--- config.mk ---
export PLATFORM = sky130hd
export DESIGN_NAME = nibbleadd
export DESIGN_NICKNAME = d
export VERILOG_FILES = /design/src/rtl/nibbleadd.sv
export SDC_FILE = /design/constraint.sdc
export NUM_CORES = 1
export LEC_CHECK = 0
export CORE_AREA = 8 8 45 47
export DETAILED_ROUTE_END_ITERATION = 10
export DIE_AREA = 0 0 53 55
export SLEW_MARGIN = 20
export SYNTH_ARGS = -nofsm -noshare
export SYNTH_HDL_FRONTEND = slang
export SYNTH_SLANG_ARGS = --single-unit
--- constraint.sdc ---
create_clock -name clk -period 0.8 [get_ports clk]
set_input_delay 0.16 -clock clk [delete_from_list [all_inputs] [get_ports clk]]
set_output_delay 0.16 -clock clk [all_outputs]
set_load 0.02 [all_outputs]
--- src/rtl/nibbleadd.sv ---
// nibbleadd: registered sum of one selected nibble pair
// from two byte operands; q[4] carries out.
module nibbleadd (
  input  logic       clk,
  input  logic       rst_n,
  input  logic [7:0] A,
  input  logic [7:0] B,
  input  logic       ctrl,
  output logic [4:0] q
);

  logic [3:0] a_n;
  logic [3:0] b_n;
  logic [4:0] sum;

  always_comb begin
    a_n = ctrl ? A[7:4] : A[3:0];
    b_n = ctrl ? B[7:4] : B[3:0];
    sum = {1'b0, a_n} + {1'b0, b_n};
  end

  always_ff @(posedge clk or negedge rst_n) begin
    if (!rst_n) q <= 5'd0;
    else        q <= sum;
  end

endmodule

==> metrics.txt, run 1 <==
first-pass GRT wire length between 1000 and 1500 um; post-synth net total 54; final worst slack -0.3672 ns; met2 usage 0.1133; nature of the critical path endpoint register; startpoint types input port; data arrival time of the worst path about 1.3 ns; Die Y around 55 um; Synth top area share 0.3472; vias in the first global route 351; drt total wl around 930 um; RSZ-0062 raised after global routing true; Max-Cap Viols 0; clk buf depth 2; Final GP Congestion 0.6470; status complete, but fails checks; CTS tree done; Synth area leaders dfrtp_1 35%, mux2_2 19%, ha_1 14%, fa_1 5.6%, mux2i_1 5.6%; Biggest register q; peak supply drop roughly 720 uV; Post-CTS Hold Fix Bufs 0; commonest non-fill, non-tap cells in the layout 6 x dlygate4sd2_1, 6 x buf_6, 6 x buf_4, 5 x clkdlybuf4s50_1, 5 x dfrtp_1; CP max FO 2; fin crit period roughly 1.2 ns; DR WL/cell roughly 12 um; Pwr Density around 1600 nW/um^2; Hold Crit Class input port to asynchronous set/reset pin; initial DRC count 4; Antenna Violating Nets Remaining 0; Post-Syn Area ~360 sq um; via/cell ratio between 4 and 5; via count between 300 and 400; Final Power roughly 1.2 mW; CORE AREA approximately 1400 sq um; largest area contributor in the netlist dfrtp_1; Req. time, crit path 0.92 ns; Worst Tran Pin Value about 0.21 ns; share of cells above drive strength 1 0.6032; Die Width approximately 53 um; Mapped Cells 30; max reg flops 5; DRC 0; final setup TNS -1.846 ns; row cnt 14; Reg clk slew, reported paths around 0.05 ns; Slew HR 0.8575; Finished Layout Cells between 70 and 80; IO buf count 23; Antenna Diode Count 0; Root Buffer clkbuf_4; largest net degree at the start of global routing 8; final hold viol count 0; failing checks setup timing; final period utilization 1.459; Netlist cell types 13; Final Net Count 88; syn avg cell area ~12 sq um; GRT met3 Usage 0.03476; Max Freq 0.8568 GHz; DP HPWL between 700 and 800 um; WS Path Type input port to register; # IOs 24; post-synthesis sequential area ratio 0.3472; Slew Limit Fails 0; DR pass1 iterations 2; H-tree depth 1; CTS Buf Count 3; WHS 0.1317 ns; clock sinks 5; Yosys warning count 0; antenna violations before repair 0; Top Registers q x5; endpoints failing setup 9; gr busiest metal met2; remaining global-route overflow 0; FF+latch count, synth 5; GR Util met1 0.07407; total track usage 0.06868; dpl cells 73; fill count around 130; die area slightly below 3000 sq um; Layout area overhead 114.6%; Leak ~0.36 nW; Starting Density 0.2604
## critical path, cell delays in order
cell             delay [ns]
clkdlybuf4s50_1        0.41
mux2_2                 0.27
ha_1                   0.31
xnor2_1                0.14
## synth_stat cells
library cell / count
buf_6: 1
a21oi_2: 1
fa_1: 1
o21ai_0: 1
a21o_1: 1
ha_1: 4
nand2b_1: 1
dfrtp_1: 5
mux2_2: 6
inv_1: 4
xnor2_1: 2
mux2i_1: 2
nor2b_1: 1
## power by group
part	internal, mW	leakage (nW)	switching, mW
clock	0.181	0.0177	0.110
combinational	0.345	0.283	0.231
sequential	0.310	0.0588	0.0238
## cell families after synthesis
logic type                 share of synthesized area
muxes                                         0.2430
buffers and inverters                        0.07290
AOI/OAI and AO/OA                            0.05903
xor gates and xnor gates                     0.04862
adders and majority gates                     0.1945
DFF                                           0.3472
and+or+nand+nor                              0.03474
## stage by stage
stage	util	instance area (sq um)	setup slack [ns]
6_report	0.5588	773.2	-0.3672
3_3_place_gp	0.5036	696.9	-1.092
4_1_cts	0.5398	747.0	-0.4416
2_1_floorplan	-	416.7	-0.5220
3_5_place_dp	0.5036	696.9	-1.098
5_1_grt	0.5588	773.2	-0.3851
## metal layers
layer	vias to the layer above	routed length, um
met5	-	0
met2	15	500
met1	158	337
met3	0	94
li1	166	-
met4	0	0
## area by class of cell
type                    count  area, sq um  share of cell area
repair buffers             30        285.3              0.3689
multi-input cells          20        300.3              0.3883
clock buffers               3        22.52             0.02913
well taps                  16        20.02             0.02589
inverters                   4        15.01             0.01942
flip-flops and latches      5        125.1              0.1618
clock inverters             1        5.005            0.006472
## timing repair
item / CTS / global route
setup endpoints to repair: 10 / 9
endpoints found under the hold margin: 0 / 0
resized for setup: 52 / 16
setup buffers: 1 / 2
pin swaps: 9 / 6
## path summary, 6_finish.rpt
check                                  to  startpoint
hold / removal             q[1]$_DFF_PN0_       rst_n
min in group clk           q[0]$_DFF_PN0_        A[0]
max in group asynchronous  q[0]$_DFF_PN0_       rst_n
setup / recovery           q[3]$_DFF_PN0_        B[7]
No activity file was read; power rests on OpenSTA's default activity.
==> run 2, diff against run 1 <==
--- a/config.mk
+++ b/config.mk
@@ -5,9 +5,9 @@
 export SDC_FILE = /design/constraint.sdc
 export NUM_CORES = 1
 export LEC_CHECK = 0
-export CORE_AREA = 8 8 45 47
+export CORE_AREA = 2 2 39 41
 export DETAILED_ROUTE_END_ITERATION = 10
-export DIE_AREA = 0 0 53 55
+export DIE_AREA = 0 0 41 43
 export SLEW_MARGIN = 20
 export SYNTH_ARGS = -nofsm -noshare
 export SYNTH_HDL_FRONTEND = slang
==> run 2 against run 1 <==
  * The flow still finishes with violations (setup timing)
  * Die area down 40%
  * Setup slack worse by 0.011 ns
  * Global-route usage up 5.3 points
  * Via count down 3.8%
  * Hold slack better by 0.0095 ns
  * Non-clock buffer count down 1
  * Sequential share of layout area up 0.13 points
==> metrics.txt, run 2 (synthesized netlist as in run 1, its figures left out) <==
final worst slack -0.3785 ns; Hold Crit Class input port to asynchronous set/reset pin; Antenna Violating Nets Remaining 0; endpoints failing setup 9; CTS tree done; DP HPWL approximately 620 um; Biggest register q; max reg flops 5; Final Net Count between 80 and 90; commonest non-fill, non-tap cells in the layout 6 x buf_6, 5 x clkdlybuf4s50_1, 5 x buf_4, 5 x dfrtp_1; largest net degree at the start of global routing 8; peak supply drop between 500 and 600 uV; top sig layer met3; max incr delay on CP approximately 0.38 ns; Met1 Wirelength 313 um; die area 1763 sq um; DR WL/cell 10.08 um; Area after DPL 696.9 sq um; commonest non-fill, non-tap cell in the layout buf_6; met2 routed WL 420 um; Root Buffer clkbuf_4; dpl cells 73; IO buf count 23; status complete, but fails checks; Reg clk slew, reported paths 0.04 ns; failing checks setup timing; DRC 0; startpoint types input port; fin crit period roughly 1.2 ns; Finished Layout Cells between 70 and 80; Top Registers q x5; met3 wire len roughly 52 um; Req. time, crit path around 0.9 ns; cell family with most CP delay adder cells; first-pass GRT wire length ~1400 um; initial DRC count 0; worst path cell trace buf_12 > mux2_4 > ha_4 > inv_2 > fa_2 > buf_6 > xnor2_2; Layout area overhead 112.8%; total track usage 0.1216; drt total wl 786 um; Die Y 43 um; Critical Path Slowest Stage Cell fa_2; CP max FO 7; WS Path Type input port to register; Slew Limit Fails 0; final period utilization 1.473; Final GP Congestion ~0.76; Starting Density 0.2604; Final Instance Area 767.0 sq um; # IOs 24; share of cells above drive strength 1 0.6129; final hold viol count 0; CP bufs+invs 3; CORE AREA 1384 sq um; Max Freq 0.8485 GHz; via/cell ratio 4.179; clock sinks 5; row cnt 14; RSZ-0062 raised after global routing true; remaining global-route overflow 0; H-tree depth 1; Worst Tran Pin Value approximately 0.22 ns; Antenna Diode Count 0; clk buf depth 2; Max-Cap Viols 0; nature of the critical path endpoint register; CTS Buf Count 3; data arrival time of the worst path about 1.3 ns; via count 326; Pwr Density around 1600 nW/um^2; Post-CTS Hold Fix Bufs 0; Leak around 0.36 nW; DR pass1 iterations 1; vias in the first global route approximately 350; antenna violations before repair 0; Slew HR 0.8537; Die Width 41 um
==> run 2: cell count changes in the layout (fill, tap and decap cells not counted), sizes merged <==
cell / delta
buf: +2
dlygate4sd2: -2
clkinv: -1
==> run 2: cell type report <==
class                      count  area (sq um)
clock buffer                   4         26.28
fill                         138         616.8
inverter                       4         15.01
multi-input combinational     20         307.8
sequential                     5         125.1
tap                           16         20.02
timing repair buffer          29         272.8
==> run 2: worst paths after layout <==
kind	from	end	slack, ns	depth (start not counted)
max	ctrl	q[2]$_DFF_PN0_	-0.38	7
max in group asynchronous	rst_n	q[1]$_DFF_PN0_	0.47	1
min	rst_n	q[2]$_DFF_PN0_	0.14	1
min in group clk	A[4]	q[0]$_DFF_PN0_	0.30	3
==> run 2: per-layer routing <==
| metal | GRT usage | up-vias |
|---|---|---|
| li1 | - | 165 |
| met1 | 0.1355 | 149 |
| met2 | 0.1906 | 12 |
| met3 | 0.03141 | 0 |
| met4 | 0.08000 | 0 |
| met5 | 0 | - |
==> run 2: per-stage QoR <==
| stage | hold slack (ns) | setup slack, ns | util | total power, mW | setup TNS (ns) |
|---|---|---|---|---|---|
| 2_1_floorplan | -0.1356 | -0.5220 | - | 0.5903 | -2.100 |
| 3_3_place_gp | 0.3908 | -1.081 | 0.5036 | 0.8454 | -6.146 |
| 3_5_place_dp | 0.3958 | -1.102 | 0.5036 | 0.8465 | -6.211 |
| 4_1_cts | 0.1426 | -0.3439 | 0.5443 | 1.188 | -1.802 |
| 5_1_grt | 0.1409 | -0.3879 | 0.5543 | 1.289 | -2.061 |
| 6_report | 0.1413 | -0.3785 | 0.5543 | 1.194 | -1.763 |
==> run 2: power breakdown <==
group / switching [mW] / total [mW] / internal, mW
sequential: 0.0233 / 0.334 / 0.310
combinational: 0.229 / 0.581 / 0.352
clock: 0.0914 / 0.279 / 0.188
total: 0.343 / 1.19 / 0.851
==> run 2: repair_timing <==
action	CTS	global route
endpoints found under the setup margin	10	9
setup buffers	1	1
pin swaps	8	5
gates resized for setup	70	3
